### config.mk
export PLATFORM = sky130hd
export DESIGN_NAME = reg_serial_reader_flat
export DESIGN_NICKNAME = d
export VERILOG_FILES = /design/src/rtl/reg_serial_reader_if.sv /design/src/rtl/reg_serial_reader.sv /design/src/flat_wrapper.sv
export SDC_FILE = /design/constraint.sdc
export NUM_CORES = 1
export LEC_CHECK = 0
export BUFFER_PORTS_ARGS = -buffer_cell sky130_fd_sc_hd__buf_2
export CAP_MARGIN = 20
export CELL_PAD_IN_SITES_DETAIL_PLACEMENT = 2
export CELL_PAD_IN_SITES_GLOBAL_PLACEMENT = 2
export CORE_MARGIN = 2
export CORE_UTILIZATION = 33
export DETAILED_ROUTE_END_ITERATION = 12
export HOLD_SLACK_MARGIN = 0.05
export PLACE_DENSITY = 0.74
export SYNTH_ARGS = -nofsm -noshare
export SYNTH_HDL_FRONTEND = slang
export SYNTH_SLANG_ARGS = --single-unit
### constraint.sdc
create_clock -name clk -period 1.9 [get_ports clk]
set_clock_uncertainty 0.15 [all_clocks]
set_input_delay 0.095 -clock clk [delete_from_list [all_inputs] [get_ports clk]]
set_output_delay 0.095 -clock clk [all_outputs]
set_load 0.03 [all_outputs]
### src/rtl/reg_serial_reader_if.sv
// ---------------------------------------------------------------------------
// reg_serial_reader_if
//   Bundles the capture request, the captured register value and the serial
//   valid/ready link of reg_serial_reader into one port.
//
//   Signals
//     start      capture request (honoured only while the reader is idle)
//     data_in    register value captured on an accepted start
//     ser_ready  sink accepts the current bit this cycle
//     ser_valid  current bit on ser_out is valid
//     ser_out    current serial bit (0 whenever ser_valid is 0)
//     busy       reader is shifting or finishing a frame
//     done       one-cycle pulse after the last bit is accepted
//
//   Modports
//     master  the side that requests frames and sinks the serial stream
//     slave   the reader itself
// ---------------------------------------------------------------------------
interface reg_serial_reader_if #(
  parameter int SIZE = 32
);
  logic            start;
  logic [SIZE-1:0] data_in;
  logic            ser_ready;
  logic            ser_valid;
  logic            ser_out;
  logic            busy;
  logic            done;

  modport master (
    output start,
    output data_in,
    output ser_ready,
    input  ser_valid,
    input  ser_out,
    input  busy,
    input  done
  );

  modport slave (
    input  start,
    input  data_in,
    input  ser_ready,
    output ser_valid,
    output ser_out,
    output busy,
    output done
  );
endinterface

### src/rtl/reg_serial_reader.sv
// ---------------------------------------------------------------------------
// reg_serial_reader
//   Parallel-in, serial-out unloader. Captures a SIZE-bit register snapshot
//   in one cycle, then shifts it out LSB-first, one bit per accepted
//   valid/ready transfer, optionally followed by one even-parity bit.
//
//   Parameters
//     SIZE    number of data bits per frame (>= 2)
//     PARITY  1 = append even parity of the captured value after the MSB
//
//   Ports
//     clk   rising-edge clock
//     rst   synchronous, active-high reset
//     bus   reg_serial_reader_if.slave : start, data_in, ser_ready in;
//           ser_valid, ser_out, busy, done out
//
//   Timing: start sampled at edge t -> bit i presented in cycle t+1+i with
//   the sink always ready, done in cycle t+N+1, idle again in cycle t+N+2,
//   where N = SIZE + PARITY.
// ---------------------------------------------------------------------------
module reg_serial_reader #(
  parameter int SIZE   = 32,
  parameter int PARITY = 0
) (
  input  logic                 clk,
  input  logic                 rst,
  reg_serial_reader_if.slave   bus
);

  localparam int N  = SIZE + PARITY;
  localparam int CW = $clog2(SIZE + 2);

  localparam logic [CW-1:0] CNT_SIZE = CW'(SIZE);
  localparam logic [CW-1:0] CNT_LAST = CW'(N - 1);

  localparam logic [1:0] ST_IDLE  = 2'd0;
  localparam logic [1:0] ST_SHIFT = 2'd1;
  localparam logic [1:0] ST_DONE  = 2'd2;

  logic [1:0]      state_q, state_d;
  logic [SIZE-1:0] sr_q, sr_d;
  logic            par_q, par_d;
  logic [CW-1:0]   cnt_q, cnt_d;

  logic            shifting;
  logic            bit_sel;

  // -------------------------------------------------------------------------
  // Next-state logic
  // -------------------------------------------------------------------------
  always_comb begin
    state_d = state_q;
    sr_d    = sr_q;
    par_d   = par_q;
    cnt_d   = cnt_q;
    case (state_q)
      ST_IDLE: begin
        if (bus.start) begin
          sr_d    = bus.data_in;
          // Parity comes from the captured value, not from the shifted bits.
          par_d   = ^bus.data_in;
          cnt_d   = '0;
          state_d = ST_SHIFT;
        end
      end
      ST_SHIFT: begin
        // ser_valid is always high in SHIFT, so ser_ready alone marks a
        // transfer. Without it everything holds.
        if (bus.ser_ready) begin
          sr_d  = sr_q >> 1;
          cnt_d = cnt_q + CW'(1);
          if (cnt_q == CNT_LAST) begin
            state_d = ST_DONE;
          end
        end
      end
      ST_DONE: begin
        state_d = ST_IDLE;
      end
      default: begin
        state_d = ST_IDLE;
      end
    endcase
  end

  // -------------------------------------------------------------------------
  // State registers
  // -------------------------------------------------------------------------
  always_ff @(posedge clk) begin
    if (rst) begin
      state_q <= ST_IDLE;
      sr_q    <= '0;
      par_q   <= 1'b0;
      cnt_q   <= '0;
    end else begin
      state_q <= state_d;
      sr_q    <= sr_d;
      par_q   <= par_d;
      cnt_q   <= cnt_d;
    end
  end

  // -------------------------------------------------------------------------
  // Outputs: decoded from registered state only, so nothing on the input
  // side (start, data_in, ser_ready) reaches an output within a cycle.
  // -------------------------------------------------------------------------
  assign shifting = (state_q == ST_SHIFT);

  // The count only reaches SIZE inside SHIFT when a parity bit is appended.
  assign bit_sel = ((PARITY != 0) && (cnt_q == CNT_SIZE)) ? par_q : sr_q[0];

  assign bus.ser_valid = shifting;
  assign bus.ser_out   = shifting & bit_sel;
  assign bus.busy      = (state_q != ST_IDLE);
  assign bus.done      = (state_q == ST_DONE);

endmodule

### src/flat_wrapper.sv
// flat-port wrapper written by rule: the top's interface ports become plain ports
module reg_serial_reader_flat 
#(
  parameter int SIZE   = 32,
  parameter int PARITY = 0
)
  (clk, rst, bus_start, bus_data_in, bus_ser_ready, bus_ser_valid, bus_ser_out, bus_busy, bus_done);
  reg_serial_reader_if #(.SIZE(SIZE)) bus_i ();
  input  logic clk;
  input  logic rst;
  input wire logic [$bits(bus_i.start)-1:0] bus_start;
  input wire logic [$bits(bus_i.data_in)-1:0] bus_data_in;
  input wire logic [$bits(bus_i.ser_ready)-1:0] bus_ser_ready;
  output wire logic [$bits(bus_i.ser_valid)-1:0] bus_ser_valid;
  output wire logic [$bits(bus_i.ser_out)-1:0] bus_ser_out;
  output wire logic [$bits(bus_i.busy)-1:0] bus_busy;
  output wire logic [$bits(bus_i.done)-1:0] bus_done;
  assign bus_i.start = bus_start;
  assign bus_i.data_in = bus_data_in;
  assign bus_i.ser_ready = bus_ser_ready;
  assign bus_ser_valid = bus_i.ser_valid;
  assign bus_ser_out = bus_i.ser_out;
  assign bus_busy = bus_i.busy;
  assign bus_done = bus_i.done;
  reg_serial_reader #(.SIZE(SIZE), .PARITY(PARITY)) u_core (.clk(clk), .rst(rst), .bus(bus_i));
endmodule
## Word-level counts from Yosys, hierarchy flattened

Cells that the tools add are included.

- Reductions and logical operators: 5
- Eq/ne operators: 6
- Bitwise logic cells: 1
- Mux-type cells: 10
- $add $sub $neg: 1

Operators by type and width:

| cell | count |
|---|---|
| $mux W32 | 2 |
| $pmux W32 S2 | 1 |
| $mux W6 | 2 |
| $pmux W6 S2 | 1 |
| $add A6 B1 Y6 const B | 1 |
| $eq A6 B5 Y1 const B | 1 |
| $mux W2 | 3 |
| $ne A2 B2 Y1 const B | 3 |
| $reduce_and A3 Y1 | 2 |
| $pmux W2 S2 | 1 |
| $reduce_bool A2 Y1 | 2 |
| $eq A2 B1 Y1 const B | 1 |
| $eq A2 B2 Y1 const B | 1 |
| $logic_not A2 Y1 | 1 |
| $and A1 B1 Y1 | 1 |

- Word-level logic and storage cells: 26
- Input port bits: 36
- Register bits: 40

## Logic depth before layout (Yosys ltp)

- Depth after elaboration: 4
- Depth in mapped cells: 6
- Mapped depth without buffers: 4

## Least setup slack after synthesis

Ideal clock, no wire load.

- Kind: register -> output
- Start point: reg u_core.state_q[0]
- End point: out bus_ser_out
- Required time: 1,655 ps
- Stages on the path, launching flop included: 7
- Path slack: 277 ps
- Buffers on the path: 3
- Data arrival time: 1,378 ps
- Cells stage by stage: dfxtp_1 > buf_6 > nand2b_1 > buf_4 > buf_4 > inv_1 > and2_1

- Longest elaborated chain between the ends: 2

RTL lines:

| what | line | RTL |
|---|---|---|
| from (decl) | reg_serial_reader.sv:40 | `logic [1:0] state_q, state_d;` |
| from (signal assigned) | reg_serial_reader.sv:96 | `state_q <= state_d;` |
| $eq A2 B1 Y1 | reg_serial_reader.sv:107 | `assign shifting = (state_q == ST_SHIFT);` |
| via bus_ser_valid | flat_wrapper.sv:14 | `output wire logic [$bits(bus_i.ser_valid)-1:0] bus_ser_valid;` |
| $and A1 B1 Y1 | reg_serial_reader.sv:113 | `assign bus.ser_out = shifting & bit_sel;` |
| to (decl) | flat_wrapper.sv:15 | `output wire logic [$bits(bus_i.ser_out)-1:0] bus_ser_out;` |

The timed path passes the listed nets, and every way through them passes these cells.

## Worst setup path in the final report

- Start point: reg u_core.state_q[1]
- End point: out bus_done

- Longest elaborated chain between the ends: 1

RTL lines:

| what | line | RTL |
|---|---|---|
| $eq A2 B2 Y1 | reg_serial_reader.sv:115 | `assign bus.done = (state_q == ST_DONE);` |
| to (decl) | flat_wrapper.sv:17 | `output wire logic [$bits(bus_i.done)-1:0] bus_done;` |

Every way passes these cells.

==> run summary <==
DRC: 0
clock slew at reported path FFs: 0.08 ns
Startpoint Class: flip-flop
Synth Area in XOR/XNOR: 0%
largest family of logic cells by synthesized area: compound AO/OA/AOI/OAI gates
post-synthesis register bit count: 40
proportion of layout cells with a drive suffix above 1: 20.7%
Via Count: 1800
Sequential Power Share: 50.8%
mean routed wirelength per cell: 17.0 microns
delay-heaviest family, CP: buffers and inverters
Yosys Warn Count: 0
Yosys top cell area share: 41.2%
Hold Crit Class: input pin to flip-flop
final WL: 5560 microns
Clk pwr share: 30.1%
Post-synth EDFFs: 0
Synth Area in Adders: 0.643%
CTS tree: done
via/cell ratio: 5.49
Synth Cell Area: 0.00195 sq mm
clock period minus worst slack: 1.82 ns
status: complete, no violations
cells after synthesis: 201
asr flop ratio synth: 0%
Synth area leader: dfxtp_1
Boundary Pins: 40
nature of the critical path endpoint: output pin
Iter 0 DRT Violations: 54
Syn-to-layout area delta: 30.2%
fin crit share: 95.7%
mux cell area share after synthesis: 17.4%
Detailed Routing Iterations Pass 1: 4
Synth area leaders: dfxtp_1, mux2i_1, a311oi_1
antenna violations before repair: 0
PwrDens: 734 mW/mm^2
Final nets: 293
crit-path max cell delay: 0.43 ns
core area: 0.00561 sq mm
simple-gate share of the synthesized area: 6.17%
FF+latch area: 801 sq um
Tightest Pin Transition: 0.688 ns
die width: 80.8 microns
largest net degree at the start of global routing: 66
Inserted Diodes: 0
register area share after synthesis: 41.2%
Rel. slew slack: 54.1%
DP HPWL: 3130 microns
final-layout fill cell count: 626
first-pass GRT wire length: 9060 microns
Synth Area in Compound Gates: 27.0%
CP max-delay cell: dfxtp_1
CTS Sinks: 40
die height: 80.8 microns
# port buffers: 39
syn_nets: 238
CP required: 1.65 ns
Most used DFF post-synth: dfxtp_1
max-slew violation count: 0
clk buf depth: 2
Multi-input gate area: 0.00101 sq mm
critical setup path kind: flip-flop to output pin
antenna viol nets, final: 0
Placer Congestion: 0.709
Tot GR Track Use: 17.9%
clk_lat worst skew: 0.29 ns
grt ovf: 0
crit path cell chain: buf_4, clkinv_1, buf_12, nor2_1, buf_2
final hold viol count: 0
post-CTS setup buffers: 0
Max Clock Freq: 550 MHz
final core utilization: 45.2%
commonest cells after routing, fill and taps aside: dfxtp_1, buf_2, a21oi_1
Int Power: 0.00134 W
Max FO, Critical Path: 65
Worst IR Drop VDD: 0.303 mV
Worst EP arrival: 1.57 ns
Distinct cells, synth: 30
Maximum Capacitance Violations: 0
commonest non-fill, non-tap cell in the layout: dfxtp_1
power share of the combinational group: 19.1%
Initial Util: 34.7%
DIE AREA: 0.00653 sq mm
CP bufs+invs: 4
Sw Pwr: 0.000520 W
H-tree depth: 2
syn_area_per_cell: 9.68 sq um
Final setup viols: 0
Final TNS setup: 0 ns
vias in the first global route: 1864
CTS root buf: clkbuf_8
Pleak: 1.08 nW
Num CTS Buffers: 5
Rows: 27
sw frac: 28.0%
-- final timing paths --
check             depth (start not counted)         startpoint  slack [ns]         endpoint
setup / recovery                          5  u_core.state_q[1]        0.08         bus_done
hold / removal                            3    bus_data_in[17]        0.05  u_core.sr_q[17]
setup reg to reg                          5  u_core.state_q[0]        0.27  u_core.sr_q[23]
hold reg to reg                           2    u_core.cnt_q[5]        0.35  u_core.cnt_q[5]
-- power by group through the flow --
stage	Combinational (W)	Sequential, W	Clock, W
2_1_floorplan	0.000231	0.000949	0
3_3_place_gp	0.000297	0.000959	0
3_5_place_dp	0.000304	0.000961	0
4_1_cts	0.000350	0.000943	0.000563
5_1_grt	0.000393	0.000955	0.000612
6_report	0.000355	0.000945	0.000558
-- worst min-delay path: stages --
cell and delay, ns:
buf_2 0.09, mux2i_1 0.14, a311oi_1 0.12
-- metrics by stage --
step           power, W  setup WS, ns  cells  instance area (sq um)  hold WS (ns)
6_report        0.00186        0.0826    328                   2530        0.0467
5_1_grt         0.00196       -0.0264    328                   2530        0.0534
4_1_cts         0.00186        0.0707    328                   2520        0.0511
3_5_place_dp    0.00127         0.209    293                   2160         0.301
3_3_place_gp    0.00126         0.316    293                   2160         0.280
2_1_floorplan   0.00118         0.277    201                   1950         0.117
-- logic make-up (layout without fill, tap and decap cells) --
logic type | after synthesis | count (layout)
AOI/OAI and AO/OA | 79 | 79
adders and majority gates | 1 | 1
buffers and inverters | 28 | 83
DFF | 40 | 40
muxes | 33 | 33
and+or+nand+nor | 20 | 20
-- routing by layer --
layer	routed length [microns]	track usage, %	up-vias
li1	-	-	885
met1	2600	23.4	879
met2	2740	30.5	31
met3	180	3.56	5
met4	38	4.07	0
met5	0	0	-
-- final cells by class --
class / count / area share [%]
Clock inverter: 1 / 0.198
Multi-Input combinational cell: 133 / 39.9
Inverter: 4 / 0.593
Sequential cell: 40 / 31.6
Tap cell: 72 / 3.56
Timing Repair Buffer: 72 / 21.2
Clock buffer: 6 / 2.87
-- cells in the mapped netlist, types with 3 or more instances --
master     n
nor2_1     3
inv_1      4
o21ai_0    5
or4_1      3
dfxtp_1   40
a311oi_1  31
clkbuf_1   7
buf_4      4
mux2i_1   31
a21oi_1   38
buf_2     10
-- sequential cells by signal (all words and copies together), names as in the netlist --
| signal | cells |
|---|---|
| u_core.cnt_q | 6 |
| u_core.sr_q | 32 |
| u_core.state_q | 2 |
-- repair_timing --
| action | CTS | global route |
|---|---|---|
| gates resized for setup | 0 | 1 |
| hold endpoints to repair | 28 | 0 |
| setup endpoints to repair | 0 | 7 |
| hold buffers | 28 | 0 |
Power figures use the tool's default switching activity.
